===== config.mk =====
export PLATFORM = sky130hd
export DESIGN_NAME = uart_rx_data_sampler
export DESIGN_NICKNAME = d
export VERILOG_FILES = /design/src/rtl/uart_rx_data_sampler.sv
export SDC_FILE = /design/constraint.sdc
export NUM_CORES = 1
export LEC_CHECK = 0
export ABC_AREA = 1
export ABC_CLOCK_PERIOD_IN_PS = 1800
export CELL_PAD_IN_SITES_DETAIL_PLACEMENT = 1
export CELL_PAD_IN_SITES_GLOBAL_PLACEMENT = 1
export CORE_MARGIN = 1.5
export CORE_UTILIZATION = 34
export DETAILED_ROUTE_END_ITERATION = 8
export PLACE_DENSITY = 0.82
export SLEW_MARGIN = 20
export SYNTH_ARGS = -nofsm -noshare
export SYNTH_HDL_FRONTEND = slang
export SYNTH_SLANG_ARGS = --single-unit

===== constraint.sdc =====
create_clock -name CLK -period 1.8 [get_ports CLK]
set_clock_uncertainty 0.05 [all_clocks]
set_input_delay 0.18 -clock CLK [delete_from_list [all_inputs] [get_ports CLK]]
set_output_delay 0.18 -clock CLK [all_outputs]
set_load 0.005 [all_outputs]

===== src/rtl/uart_rx_data_sampler.sv =====
// uart_rx_data_sampler: synchronises RX_IN, counts oversample ticks and bits, and majority-votes three mid-bit samples.
module uart_rx_data_sampler #(
  parameter int PRESCALE_W = 6,
  parameter int BIT_CNT_W  = 4
) (
  input  logic                  CLK,
  input  logic                  RST,
  input  logic                  RX_IN,
  input  logic [PRESCALE_W-1:0] prescale,
  input  logic                  dat_samp_en,
  output logic                  sampled_bit,
  output logic                  finish_s,
  output logic [PRESCALE_W-1:0] edge_cnt,
  output logic [BIT_CNT_W-1:0]  bit_cnt
);
  logic rx_meta, rx_s, s0, s1, s2;
  logic [PRESCALE_W-1:0] prescale_q, p, m;
  logic legal, last;
  assign legal = prescale_q == PRESCALE_W'(8) || prescale_q == PRESCALE_W'(16) || prescale_q == PRESCALE_W'(32);
  assign p = legal ? prescale_q : PRESCALE_W'(8);
  assign m = p >> 1;
  assign last = edge_cnt == p - PRESCALE_W'(1);
  always_ff @(posedge CLK) begin
    if (RST) begin
      rx_meta     <= 1'b1;
      rx_s        <= 1'b1;
      s0          <= 1'b1;
      s1          <= 1'b1;
      s2          <= 1'b1;
      sampled_bit <= 1'b1;
      finish_s    <= 1'b0;
      edge_cnt    <= '0;
      bit_cnt     <= '0;
      prescale_q  <= PRESCALE_W'(8);
    end else begin
      {rx_s, rx_meta} <= {rx_meta, RX_IN};
      if (!dat_samp_en) prescale_q <= prescale;
      edge_cnt <= (!dat_samp_en || last) ? '0 : edge_cnt + PRESCALE_W'(1);
      bit_cnt  <= !dat_samp_en ? '0 : last ? bit_cnt + BIT_CNT_W'(1) : bit_cnt;
      finish_s <= dat_samp_en && edge_cnt == p - PRESCALE_W'(2);
      if (dat_samp_en && edge_cnt == m - PRESCALE_W'(1)) s0 <= rx_s;
      if (dat_samp_en && edge_cnt == m) s1 <= rx_s;
      if (dat_samp_en && edge_cnt == m + PRESCALE_W'(1)) s2 <= rx_s;
      if (dat_samp_en && edge_cnt == m + PRESCALE_W'(2)) sampled_bit <= (s0 & s1) | (s0 & s2) | (s1 & s2);
    end
  end
endmodule

==> results of run 1 <==
## power by group
part	total, W	internal [W]	switching [W]
registers	0.000544	0.000525	0.0000191
clock network	0.000346	0.000157	0.000188
logic	0.000225	0.000105	0.000120
## cell families (layout without fill, tap and decap cells)
group / Yosys count / after routing
other: 2 / 11
DFF: 23 / 23
and+or+nand+nor: 121 / 121
AOI/OAI and AO/OA: 13 / 13
buffers and inverters: 26 / 72
adders and majority gates: 10 / 10
xor gates and xnor gates: 13 / 13
## routing by layer
| metal | vias to the layer above | share of wire | GRT usage |
|---|---|---|---|
| met5 | - | 0 | 0 |
| met4 | 0 | 0.015 | 0.0800 |
| met3 | 10 | 0.043 | 0.0390 |
| met2 | 32 | 0.53 | 0.399 |
| met1 | 761 | 0.41 | 0.255 |
| li1 | 764 | - | - |
## cells in the mapped netlist
cell / n
sky130_fd_sc_hd__nand2_1: 42
sky130_fd_sc_hd__nand3_1: 26
sky130_fd_sc_hd__nor2_1: 25
sky130_fd_sc_hd__dfxtp_1: 23
sky130_fd_sc_hd__inv_1: 20
sky130_fd_sc_hd__ha_1: 9
sky130_fd_sc_hd__xor2_1: 8
sky130_fd_sc_hd__nand4_1: 7
sky130_fd_sc_hd__a21oi_1: 6
sky130_fd_sc_hd__o21ai_0: 6
sky130_fd_sc_hd__nand2_2: 5
sky130_fd_sc_hd__xnor2_1: 5
sky130_fd_sc_hd__nor2_2: 3
sky130_fd_sc_hd__nor3_1: 3
sky130_fd_sc_hd__or2_2: 3
sky130_fd_sc_hd__clkinv_1: 2
sky130_fd_sc_hd__conb_1: 2
sky130_fd_sc_hd__inv_2: 2
sky130_fd_sc_hd__nor2_4: 2
sky130_fd_sc_hd__buf_6: 1
sky130_fd_sc_hd__clkbuf_2: 1
sky130_fd_sc_hd__maj3_1: 1
sky130_fd_sc_hd__nand2_4: 1
sky130_fd_sc_hd__nand3_4: 1
sky130_fd_sc_hd__nor3_2: 1
sky130_fd_sc_hd__nor3b_1: 1
sky130_fd_sc_hd__nor4_1: 1
sky130_fd_sc_hd__o21ai_1: 1
## flip-flops by register name, summed over array words and instances, names as in the netlist
name,cells
rx_meta,1
s1,1
edge_cnt,6
s0,1
bit_cnt,4
prescale_q,6
rx_s,1
s2,1
sampled_bit,1
finish_s,1
## path summary, 6_finish.rpt
kind                  from     endpoint  slack, ns  depth (start not counted)
max          prescale_q[2]  edge_cnt[3]      -0.07                         15
min                rx_meta         rx_s       0.39                          1
max reg2reg  prescale_q[2]  edge_cnt[3]      -0.07                         15
min reg2reg        rx_meta         rx_s       0.39                          1
## area by class of cell
class                           instances  area [µm²]
Inverter                               24        92.6
Tap cell                               50        62.6
Multi-Input combinational cell        168         995
Clock inverter                          1        7.51
Timing Repair Buffer                   44         383
Sequential cell                        23         473
Fill cell                             523        2000
Clock buffer                            3        41.3
## what timing repair did
action                     in CTS  in global routing
pin swaps                       8                  9
setup endpoints to repair      11                 13
cloned                          0                  0
resized for setup               8                 14
setup buffers                   5                  3
## through the flow
step	setup TNS [ns]	setup slack, ns	instances	power, W	hold WS, ns
after floorplan	0	0.00550	217	0.000663	0.234
after global placement	-0.0486	-0.0486	301	0.000733	0.346
after detailed placement	-1.42	-0.174	301	0.000743	0.367
after CTS	-0.224	-0.0354	310	0.00109	0.389
after global routing	-1.85	-0.181	313	0.00117	0.401
final	-0.565	-0.0740	313	0.00111	0.386
## worst max-delay path, cell delays in order, from the launching register on
cell,delay (ns)
sky130_fd_sc_hd__dfxtp_2,0.34
sky130_fd_sc_hd__nor2_4,0.13
sky130_fd_sc_hd__nand2_2,0.09
sky130_fd_sc_hd__inv_2,0.08
sky130_fd_sc_hd__nand2_4,0.05
sky130_fd_sc_hd__inv_4,0.06
sky130_fd_sc_hd__ha_4,0.13
sky130_fd_sc_hd__nand2_1,0.05
sky130_fd_sc_hd__nand2_1,0.05
sky130_fd_sc_hd__nand2_1,0.07
sky130_fd_sc_hd__nand2_1,0.08
sky130_fd_sc_hd__nand3_2,0.08
sky130_fd_sc_hd__nor2_4,0.19
sky130_fd_sc_hd__nand3_4,0.14
sky130_fd_sc_hd__nand2_4,0.12
sky130_fd_sc_hd__a21oi_1,0.05
==> Flow_metrics.wiki, run 1 <==
{| class="wikitable"
! Metric !! Value
|-
| Post-synth cell types || 28
|-
| Clock sinks || 23
|-
| Core ar. || 4060 µm²
|-
| Util after Layout || 0.506
|-
| Number of buffers inserted by port buffering || 21
|-
| Mapped Avg Cell Area || 7.02 µm²
|-
| Number of global-route vias before repair || 1693
|-
| Final worst setup slack || -0.0740 ns
|-
| Data arrival time at the worst-slack endpoint || 2.00 ns
|-
| Routed length per instance || 14.8 µm
|-
| Cell Area, Synth || 1460 µm²
|-
| Violations in the final reports || setup timing
|-
| Relative area change from synthesis to final layout || 40.7%
|-
| Type of element capturing the critical path || register
|-
| H-tree depth || 1
|-
| Clock latency on the worst-skew pair || 0.27 ns
|-
| Share of cell area taken by muxes after synthesis || 0
|-
| Final setup violating endpoints || 10
|-
| #FFs+latches synth || 23
|-
| Hold/Removal Path Class || reg -> reg
|-
| Number of ports placed on the die boundary || 22
|-
| Most frequent standard cell in the layout excluding fill and tap cells || sky130_fd_sc_hd__nand2_1
|-
| Most frequent cells in the layout || sky130_fd_sc_hd__nand2_1 (40), sky130_fd_sc_hd__nand3_1 (24), sky130_fd_sc_hd__nor2_1 (23), sky130_fd_sc_hd__buf_4 (23), sky130_fd_sc_hd__clkdlybuf4s50_1 (21)
|-
| Dominant cells by area after synthesis || sky130_fd_sc_hd__dfxtp_1 (32%), sky130_fd_sc_hd__nand2_1 (11%), sky130_fd_sc_hd__nand3_1 (8.9%)
|-
| Site row count || 23
|-
| Static leakage power || 0.907 nW
|-
| Post-synthesis compound-gate area fraction || 0.0446
|-
| Hold-fix buffer count after cts || 0
|-
| Num CTS Buffers || 3
|-
| Power density normalized to cell area || 542 nW/µm²
|-
| Register area share after synthesis || 0.315
|-
| Antenna Violating Nets Remaining || 0
|-
| Final std cell area, no fill || 2050 µm²
|-
| Area share of the leading cell type in the synthesized netlist || 0.315
|-
| Number of instances in the synthesized netlist || 208
|-
| Timing-limited maximum frequency || 534 MHz
|-
| Result of the run || complete, but fails checks
|-
| WP data required || 1.92 ns
|-
| TritonCTS clock tree || built
|-
| Via-per-instance ratio || 5.01
|-
| Final period demand of the worst path || 1.87 ns
|-
| Starting Density || 0.360
|-
| Class of the most critical setup path || reg -> reg
|-
| Number of vias in the routed layout || 1567
|-
| Max-cap violation count || 0
|-
| Antenna violations before repair || 0
|-
| Count of inserted antenna diode cells || 0
|-
| Final Wtd Congestion || 0.917
|-
| Buffer depth of the longest clock path || 2
|-
| Post-synthesis adder-cell area fraction || 0.0840
|-
| Element type at the critical path start || register
|-
| Yosys warning count || 0
|-
| Post-detailed-placement half-perimeter wirelength || 3.45 mm
|-
| Violation count after the first detailed-routing iteration || 62
|-
| Maximum number of pins on one net before global-route repair || 15
|-
| Clock slew at the register clock pins of the worst setup and hold paths || 0.09 ns
|-
| Width of the die || 68.5 µm
|-
| Placed instance area || 1890 µm²
|-
| GRT Resource Usage Total || 0.220
|-
| Post-Synth XOR/XNOR Area || 0.0780
|-
| Pins over their slew limit || 0
|-
| Wire length of the first global-routing pass || 7.70 mm
|-
| Height of the die || 68.5 µm
|-
| Main combinational cell family by area after synthesis || simple AND/OR/NAND/NOR gates
|-
| Setup repair after global routing missed its margin || yes
|-
| Clock Root Buffer || sky130_fd_sc_hd__clkbuf_8
|-
| Cell taking the most area after synthesis || sky130_fd_sc_hd__dfxtp_1
|-
| Fraction of final layout cells with drive strength greater than 1 || 0.236
|-
| Worst Path Max Fanout || 6
|-
| Router iterations before antenna repair || 4
|-
| DRC || 0
|-
| Count of final hold-check violations || 0
|-
| GRT Residual Overflow || 0
|-
| Fraction of the mapped netlist area in simple logic gates || 0.400
|-
| Worst vdd ir || 0.348 mV
|-
| Die ar. || 4700 µm²
|-
| Total wire length || 4.63 mm
|-
| Final layout net count || 283
|-
| Tcrit/Tclk final || 1.04
|}
(Power assumes the default switching activity.)
==> run 2: changes to the inputs <==
--- a/config.mk
+++ b/config.mk
@@ -5,14 +5,14 @@
 export SDC_FILE = /design/constraint.sdc
 export NUM_CORES = 1
 export LEC_CHECK = 0
-export ABC_AREA = 1
 export ABC_CLOCK_PERIOD_IN_PS = 1800
 export CELL_PAD_IN_SITES_DETAIL_PLACEMENT = 1
 export CELL_PAD_IN_SITES_GLOBAL_PLACEMENT = 1
 export CORE_MARGIN = 1.5
-export CORE_UTILIZATION = 34
+export CORE_UTILIZATION = 36
 export DETAILED_ROUTE_END_ITERATION = 8
-export PLACE_DENSITY = 0.82
+export HOLD_SLACK_MARGIN = 0.03
+export PLACE_DENSITY = 0.83
 export SLEW_MARGIN = 20
 export SYNTH_ARGS = -nofsm -noshare
 export SYNTH_HDL_FRONTEND = slang
==> Flow_metrics.wiki, run 2 <==
{| class="wikitable"
! Metric !! Value
|-
| Number of ports placed on the die boundary || 22 (unchanged)
|-
| Number of cells after detailed placement || 257 (-15%)
|-
| Asr flop ratio synth || 0 (unchanged)
|-
| Final cell count without fillers || 270 (-14%)
|-
| Number of instances in the synthesized netlist || 158 (-24%)
|-
| Most frequent cells in the layout || sky130_fd_sc_hd__buf_4 (28), sky130_fd_sc_hd__clkdlybuf4s50_1 (21), sky130_fd_sc_hd__dfxtp_1 (19)
|-
| TritonCTS clock tree || built
|-
| Cell taking the most area after synthesis || sky130_fd_sc_hd__dfxtp_1
|-
| Data arrival time at the worst-slack endpoint || 2.46 ns (+0.46 ns)
|-
| Mapped Avg Cell Area || 8.92 µm² (+27%)
|-
| Total wire length || 5.45 mm (+18%)
|-
| WP data required || 1.96 ns (+0.04 ns)
|-
| Timing-limited maximum frequency || 434 MHz (-19%)
|-
| Pwr Total || 0.00112 W (+0.41%)
|-
| Violations in the final reports || setup timing
|-
| Antenna violations before repair || 0 (unchanged)
|-
| Most numerous cell in the Yosys netlist || sky130_fd_sc_hd__dfxtp_1
|-
| Static leakage power || 0.880 nW (-3.0%)
|-
| Cell Area, Synth || 1410 µm² (-3.5%)
|-
| Violation count after the first detailed-routing iteration || 73 (+18%)
|-
| Clock slew at the register clock pins of the worst setup and hold paths || 0.08 ns (about the same)
|-
| H-tree depth || 1 (unchanged)
|-
| Die ar. || 4300 µm² (-8.5%)
|-
| Router iterations before antenna repair || 4 (unchanged)
|-
| DRC || 0 (unchanged)
|-
| Slack of the worst reg-to-reg path || -0.50 ns (-0.43 ns)
|-
| Num CTS Buffers || 3 (unchanged)
|-
| Post-synth cell types || 38 (+36%)
|-
| Final layout net count || 242 (-14%)
|-
| Width of the die || 65.6 µm (-4.3%)
|-
| Tcrit/Tclk final || 1.28 (+0.238)
|-
| Final worst setup slack || -0.502 ns (-0.428 ns)
|-
| Type of element capturing the critical path || register
|-
| Class of the most critical setup path || reg -> reg
|-
| Filler instances || 418 (-20%)
|-
| Hold/Removal Path Class || reg -> reg
|-
| Count of final hold-check violations || 0 (unchanged)
|-
| Power density normalized to cell area || 492 nW/µm² (-9.2%)
|-
| Routed length per instance || 20.2 µm (+36%)
|-
| Relative area change from synthesis to final layout || 61.3%
|-
| #FFs+latches synth || 23 (unchanged)
|-
| Worst vdd ir || 0.464 mV (+33%)
|-
| Height of the die || 65.6 µm (-4.3%)
|-
| Wire length of the first global-routing pass || 8.27 mm (+7.4%)
|-
| Fraction of final layout cells with drive strength greater than 1 || 0.356 (+0.120)
|-
| Starting Density || 0.379 (+0.0193)
|-
| Final worst hold slack || 0.374 ns (-0.0117 ns)
|-
| Final setup violating endpoints || 14 (+4)
|-
| Number of global-route vias before repair || 1572 (-7.1%)
|-
| Family with the most delay on the worst path || simple AND/OR/NAND/NOR gates
|-
| Setup repair after global routing missed its margin || yes
|-
| Top post-synthesis cells by count || sky130_fd_sc_hd__dfxtp_1 (23), sky130_fd_sc_hd__nor2_1 (18), sky130_fd_sc_hd__mux2i_1 (12)
|-
| Largest stage delay, worst path || 0.41 ns (+0.07 ns)
|-
| Clock latency on the worst-skew pair || 0.27 ns (about the same)
|-
| Clock sinks || 23 (unchanged)
|-
| Number of enable-type register cells in the synthesized netlist || 0 (unchanged)
|-
| Via-per-instance ratio || 5.11 (+2.0%)
|-
| Buffer depth of the longest clock path || 2 (unchanged)
|-
| Core ar. || 3720 µm² (-8.4%)
|-
| Worst Setup Slack post-DPL || -0.743 ns (-0.569 ns)
|-
| Area share of the leading cell type in the synthesized netlist || 0.327 (+0.0115)
|-
| Final Wtd Congestion || 0.806 (-12%)
|-
| GRT Resource Usage Total || 0.265 (+0.0451)
|-
| Number of buffers inserted by port buffering || 21 (unchanged)
|-
| Number of vias in the routed layout || 1379 (-12%)
|-
| Bufs and invs on worst path || 2 (unchanged)
|-
| Leading register cell type out of synthesis || sky130_fd_sc_hd__dfxtp_1
|-
| Worst Path Max Fanout || 3 (-3)
|-
| Count of inserted antenna diode cells || 0 (unchanged)
|-
| Clock Root Buffer || sky130_fd_sc_hd__clkbuf_8
|-
| Register area share after synthesis || 0.327 (+0.0115)
|-
| Element type at the critical path start || register
|-
| Pins over their slew limit || 0 (unchanged)
|-
| Antenna Violating Nets Remaining || 0 (unchanged)
|-
| Maximum number of pins on one net before global-route repair || 14 (-1)
|-
| Final period demand of the worst path || 2.30 ns (+0.428 ns)
|-
| Result of the run || complete, but fails checks
|-
| CP cell instances || nor4_4, o21ai_2, inv_2, ha_4, o21ai_2, xnor3_1, nand4_1, buf_4, or4_4, a21oi_2
|-
| Dominant cells by area after synthesis || sky130_fd_sc_hd__dfxtp_1 (33%), sky130_fd_sc_hd__mux2i_1 (8.5%), sky130_fd_sc_hd__ha_1 (8.0%)
|-
| GRT Residual Overflow || 0 (unchanged)
|-
| Cell mode on critical path || sky130_fd_sc_hd__o21ai_2
|-
| Largest registers ranked by flip-flop count || edge_cnt: 6 flops, prescale_q: 6 flops, bit_cnt: 4 flops
|-
| Yosys warning count || 0 (unchanged)
|-
| Most frequent standard cell in the layout excluding fill and tap cells || sky130_fd_sc_hd__buf_4
|-
| Highest-delay cell along the critical path || sky130_fd_sc_hd__or4_4
|-
| Site row count || 22 (-4.3%)
|-
| Post-detailed-placement half-perimeter wirelength || 3.41 mm (-1.1%)
|-
| Max-cap violation count || 0 (unchanged)
|}
## run 2: cell types whose count changed after synthesis, moves of 4 or more
cell,change
sky130_fd_sc_hd__nor2_1,-7
sky130_fd_sc_hd__nand2b_1,+5
sky130_fd_sc_hd__a21oi_1,-4
sky130_fd_sc_hd__nand4_1,-5
sky130_fd_sc_hd__nand2_2,-5
sky130_fd_sc_hd__mux2i_1,+12
sky130_fd_sc_hd__clkbuf_1,+4
sky130_fd_sc_hd__nor3_1,+4
sky130_fd_sc_hd__inv_1,-16
sky130_fd_sc_hd__nand2_1,-33
sky130_fd_sc_hd__nand3_1,-21
## run 2: final timing paths
check	start	end	depth (start not counted)
setup / recovery	prescale_q[1]	bit_cnt[3]	10
hold / removal	rx_meta	rx_s	1
setup reg to reg	prescale_q[1]	bit_cnt[3]	10
hold reg to reg	rx_meta	rx_s	1
## run 2: through the flow
step | setup TNS (ns) | cell area [µm²] | utilization
finish | -4.48 | 2270 | 0.611
floorplan | -0.278 | 1470 | -
CTS | -3.81 | 2160 | 0.581
global route | -6.14 | 2270 | 0.611
detailed placement | -7.02 | 1910 | 0.515
global placement | -4.48 | 1910 | 0.515
## run 2: kinds of logic (layout without fill, tap and decap cells)
group,after synthesis,count (layout),share of synthesized area
other cells,2,11,0.00533
buf+inv,11,66,0.0346
xor+xnor,19,19,0.128
fa+ha+maj,10,10,0.0870
mux,14,14,0.103
flops,23,23,0.327
simple gates,62,62,0.237
compound gates,17,17,0.0781
## run 2: report_power, final
part           switching [W]  internal [W]
sequential         0.0000153      0.000522
combinational       0.000127      0.000120
clock               0.000179      0.000155
## run 2: area by class of cell
class	count	area (µm²)	share of cell area
inverters	5	18.8	0.00826
multi-input cells	133	1170	0.515
clock buffers	3	41.3	0.0182
repair buffers	57	510	0.225
flip-flops and latches	23	465	0.205
well taps	48	60.1	0.0264
clock inverters	1	5.00	0.00220
## run 2: what timing repair did
| item | in CTS | in global routing |
|---|---|---|
| pin swaps | 14 | 13 |
| gates resized for setup | 35 | 17 |
| hold buffers | 0 | 0 |
| setup endpoints to repair | 15 | 14 |
| gates cloned | 0 | 0 |
| buffers inserted | 9 | 4 |
## run 2: per-layer routing
metal | wire length, µm | track usage | share of wire | vias to the layer above
met5 | 0 | 0 | 0 | -
met4 | 127 | 0.102 | 0.023 | 0
met3 | 136 | 0.0325 | 0.025 | 10
met2 | 2970 | 0.506 | 0.54 | 24
met1 | 2220 | 0.294 | 0.41 | 679
li1 | - | - | - | 666
## run 2: worst reg2reg max path: stages (launching register included)
cell and delay, ns:
sky130_fd_sc_hd__dfxtp_2 0.35, sky130_fd_sc_hd__nor4_4 0.30, sky130_fd_sc_hd__o21ai_2 0.11, sky130_fd_sc_hd__inv_2 0.09, sky130_fd_sc_hd__ha_4 0.14, sky130_fd_sc_hd__o21ai_2 0.06
sky130_fd_sc_hd__xnor3_1 0.20, sky130_fd_sc_hd__nand4_1 0.18, sky130_fd_sc_hd__buf_4 0.21, sky130_fd_sc_hd__or4_4 0.41, sky130_fd_sc_hd__a21oi_2 0.14
==> run 3: changes to the inputs <==
--- a/config.mk
+++ b/config.mk
@@ -5,7 +5,6 @@
 export SDC_FILE = /design/constraint.sdc
 export NUM_CORES = 1
 export LEC_CHECK = 0
-export ABC_CLOCK_PERIOD_IN_PS = 1800
 export CELL_PAD_IN_SITES_DETAIL_PLACEMENT = 1
 export CELL_PAD_IN_SITES_GLOBAL_PLACEMENT = 1
 export CORE_MARGIN = 1.5
==> results of run 3 <==
Same layout as run 2: the final DEF is identical, and so are final timing and power.
